`config.mk`:
```
export PLATFORM = sky130hd
export DESIGN_NAME = id_ex_stage
export DESIGN_NICKNAME = d
export VERILOG_FILES = /design/src/rtl/id_ex_stage.sv
export SDC_FILE = /design/constraint.sdc
export NUM_CORES = 1
export LEC_CHECK = 0
export CORE_MARGIN = 3
export CORE_UTILIZATION = 46
export CTS_BUF_LIST = sky130_fd_sc_hd__clkbuf_2 sky130_fd_sc_hd__clkbuf_4 sky130_fd_sc_hd__clkbuf_8
export CTS_CLUSTER_SIZE = 30
export DETAILED_ROUTE_END_ITERATION = 10
export GPL_ROUTABILITY_DRIVEN = 0
export PLACE_DENSITY_LB_ADDON = 0.05
export SLEW_MARGIN = 10
export SYNTH_ARGS = -nofsm -noshare
export SYNTH_HDL_FRONTEND = slang
export SYNTH_SLANG_ARGS = --single-unit
```
`constraint.sdc`:
```
create_clock -name clk -period 4.7 [get_ports clk]
set_input_delay 0.94 -clock clk [delete_from_list [all_inputs] [get_ports clk]]
set_output_delay 0.94 -clock clk [all_outputs]
set_load 0.05 [all_outputs]
```
`src/rtl/id_ex_stage.sv`:
```
// ID/EX pipeline register with EX-stage operand forwarding and load-use detection.
// Feeds the ALU operands/op code and the control carried into EX/MEM.
module id_ex_stage #(
    parameter int DATA_W = 32,
    parameter int REG_AW = 5
) (
    input  logic              clk,
    input  logic              rst,
    input  logic              id_valid,
    input  logic [REG_AW-1:0] id_rs,
    input  logic [REG_AW-1:0] id_rt,
    input  logic [REG_AW-1:0] id_rd,
    input  logic [DATA_W-1:0] id_rs_val,
    input  logic [DATA_W-1:0] id_rt_val,
    input  logic [DATA_W-1:0] id_imm,
    input  logic [4:0]        id_shamt,
    input  logic [3:0]        id_alu_op,
    input  logic              id_a_sel,
    input  logic [1:0]        id_b_sel,
    input  logic              id_reg_write,
    input  logic              id_mem_read,
    input  logic              id_mem_write,
    input  logic              id_mem_to_reg,
    input  logic              flush,
    input  logic              exmem_reg_write,
    input  logic [REG_AW-1:0] exmem_rd,
    input  logic [DATA_W-1:0] exmem_result,
    input  logic              memwb_reg_write,
    input  logic [REG_AW-1:0] memwb_rd,
    input  logic [DATA_W-1:0] memwb_result,
    output logic              stall_id,
    output logic              ex_valid,
    output logic [DATA_W-1:0] alu_in_a,
    output logic [DATA_W-1:0] alu_in_b,
    output logic [3:0]        alu_op,
    output logic [DATA_W-1:0] ex_store_data,
    output logic [REG_AW-1:0] ex_rd,
    output logic              ex_reg_write,
    output logic              ex_mem_read,
    output logic              ex_mem_write,
    output logic              ex_mem_to_reg
);

    // Valid semantics: valid_q marks a real instruction in EX; a bubble has
    // valid_q=0 and every control bit 0, so it can never write state downstream.
    logic              valid_q,      valid_d;
    logic [REG_AW-1:0] rs_q,         rs_d;
    logic [REG_AW-1:0] rt_q,         rt_d;
    logic [REG_AW-1:0] rd_q,         rd_d;
    logic [DATA_W-1:0] rs_val_q,     rs_val_d;
    logic [DATA_W-1:0] rt_val_q,     rt_val_d;
    logic [DATA_W-1:0] imm_q,        imm_d;
    logic [4:0]        shamt_q,      shamt_d;
    logic [3:0]        alu_op_q,     alu_op_d;
    logic              a_sel_q,      a_sel_d;
    logic [1:0]        b_sel_q,      b_sel_d;
    logic              reg_write_q,  reg_write_d;
    logic              mem_read_q,   mem_read_d;
    logic              mem_write_q,  mem_write_d;
    logic              mem_to_reg_q, mem_to_reg_d;

    logic [DATA_W-1:0] fwd_rs;
    logic [DATA_W-1:0] fwd_rt;

    // Both sources are compared even when the instruction ignores one of them.
    assign stall_id = id_valid & valid_q & mem_read_q & (rd_q != '0) &
                      ((rd_q == id_rs) | (rd_q == id_rt));

    always_comb begin
        valid_d      = id_valid;
        rs_d         = id_rs;
        rt_d         = id_rt;
        rd_d         = id_rd;
        rs_val_d     = id_rs_val;
        rt_val_d     = id_rt_val;
        imm_d        = id_imm;
        shamt_d      = id_shamt;
        alu_op_d     = id_alu_op;
        a_sel_d      = id_a_sel;
        b_sel_d      = id_b_sel;
        reg_write_d  = id_reg_write  & id_valid;
        mem_read_d   = id_mem_read   & id_valid;
        mem_write_d  = id_mem_write  & id_valid;
        mem_to_reg_d = id_mem_to_reg & id_valid;
        if (flush | stall_id) begin
            valid_d      = 1'b0;
            rs_d         = '0;
            rt_d         = '0;
            rd_d         = '0;
            rs_val_d     = '0;
            rt_val_d     = '0;
            imm_d        = '0;
            shamt_d      = '0;
            alu_op_d     = '0;
            a_sel_d      = 1'b0;
            b_sel_d      = '0;
            reg_write_d  = 1'b0;
            mem_read_d   = 1'b0;
            mem_write_d  = 1'b0;
            mem_to_reg_d = 1'b0;
        end
    end

    always_ff @(posedge clk or posedge rst) begin
        if (rst) begin
            valid_q      <= 1'b0;
            rs_q         <= '0;
            rt_q         <= '0;
            rd_q         <= '0;
            rs_val_q     <= '0;
            rt_val_q     <= '0;
            imm_q        <= '0;
            shamt_q      <= '0;
            alu_op_q     <= '0;
            a_sel_q      <= 1'b0;
            b_sel_q      <= '0;
            reg_write_q  <= 1'b0;
            mem_read_q   <= 1'b0;
            mem_write_q  <= 1'b0;
            mem_to_reg_q <= 1'b0;
        end else begin
            valid_q      <= valid_d;
            rs_q         <= rs_d;
            rt_q         <= rt_d;
            rd_q         <= rd_d;
            rs_val_q     <= rs_val_d;
            rt_val_q     <= rt_val_d;
            imm_q        <= imm_d;
            shamt_q      <= shamt_d;
            alu_op_q     <= alu_op_d;
            a_sel_q      <= a_sel_d;
            b_sel_q      <= b_sel_d;
            reg_write_q  <= reg_write_d;
            mem_read_q   <= mem_read_d;
            mem_write_q  <= mem_write_d;
            mem_to_reg_q <= mem_to_reg_d;
        end
    end

    // EX/MEM is the younger producer, so it wins over MEM/WB; r0 never forwards.
    always_comb begin
        fwd_rs = rs_val_q;
        if (exmem_reg_write && exmem_rd != '0 && exmem_rd == rs_q)
            fwd_rs = exmem_result;
        else if (memwb_reg_write && memwb_rd != '0 && memwb_rd == rs_q)
            fwd_rs = memwb_result;
    end

    always_comb begin
        fwd_rt = rt_val_q;
        if (exmem_reg_write && exmem_rd != '0 && exmem_rd == rt_q)
            fwd_rt = exmem_result;
        else if (memwb_reg_write && memwb_rd != '0 && memwb_rd == rt_q)
            fwd_rt = memwb_result;
    end

    always_comb begin
        alu_in_a = a_sel_q ? fwd_rt : fwd_rs;
        case (b_sel_q)
            2'b00:   alu_in_b = fwd_rt;
            2'b01:   alu_in_b = imm_q;
            2'b10:   alu_in_b = {{(DATA_W-5){1'b0}}, shamt_q};
            default: alu_in_b = fwd_rs;
        endcase
    end

    assign ex_valid      = valid_q;
    assign alu_op        = alu_op_q;
    assign ex_store_data = fwd_rt;
    assign ex_rd         = rd_q;
    assign ex_reg_write  = reg_write_q;
    assign ex_mem_read   = mem_read_q;
    assign ex_mem_write  = mem_write_q;
    assign ex_mem_to_reg = mem_to_reg_q;

endmodule
```
==> results.toml <==
[final_layout]
reg_top3 = "imm_q x32, rs_val_q x32, rt_val_q x32"
drive_gt1_share_pct = 20.19
multi_input_comb_area_um2 = 4771
final_common_cell = "clkdlybuf4s50_1"
fin_area_um2 = 13350
areaGrowthSynthToFinish_pct = 61.16
fin_util_pct = 76.37
nFillCells = 1210
seqCellArea_um2 = 3204
finalNetCount = 1427
final_cell_mix = "clkdlybuf4s50_1 (220), dfrtp_1 (127), and2_1 (125), nand2_1 (102), buf_12 (101)"

[min_path]
hold_end = "imm_q[7]"
hold_depth = 2
min_from = "id_imm[7]"
hold_path_class = "in -> reg"

[cts]
clock_latency_ps = 440
clock_path_buffers = 2
cts.sinks = 128
cts-root-buf = "clkbuf_8"
cts_tree = "yes"
h-tree-depth = 4
cts_buffers = 17
postCtsSetupBuffers = 0
clk_pin_slew_ps = 90

[drt]
finalWirelength_um = 33580
dr.pass1.iters = 8
ant_nets = 0
drtIter0Drc = 1424
viasPerCell = 6.308
vias = 9216
drc = 0
wire_per_inst_um = 22.98

[placement]
dp_slack_ps = 72.11
dp_hpwl_um = 24450
placed_area_um2 = 12940
port_buffers = 317

[timing]
fin_ws_ps = 67.45
max_slew_margin_pct = 21.10
clock_skew_ps = 11.19
fin_crit_ps = 4633
rsz0062_at_grt = "no"
tightest_slew_ps = 1181
post-route-period-util_pct = 98.56
timing_hold_violations_final = 0
max_freq_mhz = 215.9
slew_violations = 0
fin_setup_tns_ps = 0
setup_viol = 0

[worst_setup_path]
reg2reg_from = "ex_rd[1]"
cp_data_required_time_ps = 3760
reg2reg_slack_ps = 2810
cp_max_fo = 12
critical_path_class = "in -> out"
worstSetupStartpointType = "input pin"
cp.arrival_ps = 3690
reg2reg_to = "rs_val_q[0]"
r2r_cells = 6
end_kind = "output pin"

[die]
io_pins = 318
design.die.area_um2 = 19650
row_count = 48
die_h_um = 140.2
core_um2 = 17480
fp.dieW_um = 140.2
initial_utilization_pct = 47.39

[yosys]
synth.distinct_cells = 34
yosysSeqAreaShare_pct = 38.68
syn_area_per_cell_um2 = 8.944
synth-async-reset-ratio_pct = 100.0
ys_ff_latch = 128
synth_ff_type = "dfrtp_1"
yosysWarnings = 0
syn_nets = 1133
synth_cells = 926
synth_edf_count = 0
netlist_area_um2 = 8282

[power_and_ir_drop]
ir_worst_vdd_mv = 0.2253
total_power_mw = 3.530
powerDensity_nw_per_um2 = 264.4
leakagePower_nw = 5.344

[status]
status = "finished clean"

[global_routing]
grt_overflow_total = 0
antenna_found_initial = 5
grt_usage_pct = 33.24
grt_max_degree = 112
grt_pass1_wl_um = 51090
first_global_vias = 8599

[run]
drv_cap = 0
[how the worst max path moves through the flow]
stage | startpoint | end | slack [ps] | cells after the start
2_1_floorplan | memwb_rd[3] | alu_in_a[10] | 150 | 7
5_1_grt | memwb_rd[1] | alu_in_b[18] | 40 | 8
4_1_cts | exmem_rd[1] | alu_in_b[25] | 60 | 8
6_report | memwb_rd[1] | alu_in_b[10] | 70 | 8
3_5_place_dp | exmem_rd[1] | alu_in_b[25] | 70 | 8
3_3_place_gp | exmem_rd[1] | alu_in_b[25] | 130 | 8
[cells by family (layout without fill, tap and decap cells)]
| kind of cell | count (synthesis) | in the layout | synth area share [%] |
|---|---|---|---|
| other | 0 | 3 | 0 |
| buffers and inverters | 108 | 415 | 5.484 |
| flip-flops | 128 | 128 | 38.68 |
| AO/OA/AOI/OAI | 191 | 191 | 17.42 |
| multiplexers | 37 | 37 | 5.711 |
| AND/OR/NAND/NOR | 428 | 428 | 29.11 |
| XOR/XNOR | 34 | 34 | 3.596 |
[routing by layer]
| layer | wire length, um | track usage (%) | part of all wire (%) |
|---|---|---|---|
| met5 | 34 | 0 | 0.10 |
| met2 | 15330 | 51.99 | 46 |
| met4 | 955 | 9.893 | 2.8 |
| met3 | 4590 | 11.44 | 14 |
| met1 | 12660 | 43.87 | 38 |
[report_power, final]
| part | total, mW | switching, mW | internal (mW) |
|---|---|---|---|
| sequential | 1.19 | 0.0361 | 1.16 |
| combinational | 1.39 | 0.750 | 0.637 |
| clock | 0.951 | 0.498 | 0.453 |
[Yosys cell counts, types with 3 or more instances]
cell type	number	area (um^2)
mux4_2	5	112.6
nor4_1	64	400.4
xor2_1	8	70.07
and3_1	4	25.02
clkbuf_1	83	311.6
nand3_1	4	20.02
nor3_1	65	325.3
or3_1	30	187.7
and2_1	125	782.0
dfrtp_1	128	3203
xnor2_1	26	227.7
mux2_2	32	360.4
and3b_1	27	236.5
nand2_1	102	382.9
buf_2	18	90.09
o31ai_1	64	480.5
a31oi_1	63	394.1
a311oi_1	54	473.0
buf_6	3	33.78
[final cells by class]
cell class,instances,share of cell area (%)
antenna,3,0.05625
clock buffer,18,1.856
clock inverter,14,1.097
inverter,1,0.06562
multi-input combinational,690,35.75
sequential,128,24.01
tap,225,2.109
timing repair buffer,382,35.06
[through the flow]
stage | hold WS (ps) | cells
after detailed placement | 1301 | 1426
after floorplan | 1069 | 926
after CTS | 1019 | 1458
after global routing | 1025 | 1460
after global placement | 1257 | 1426
final | 1045 | 1461
[worst max-delay path, stage by stage]
cell	delay, ps
clkdlybuf4s50_1	630
xor2_4	270
or3_1	400
buf_4	200
o31ai_1	460
a311oi_1	190
or3_1	430
buf_12	170
[timing repair]
item	CTS	global route
hold buffers	0	0
endpoints found under the setup margin	0	21
endpoints found under the hold margin	0	0
gates resized for setup	0	1
(Power assumes the default switching activity.)
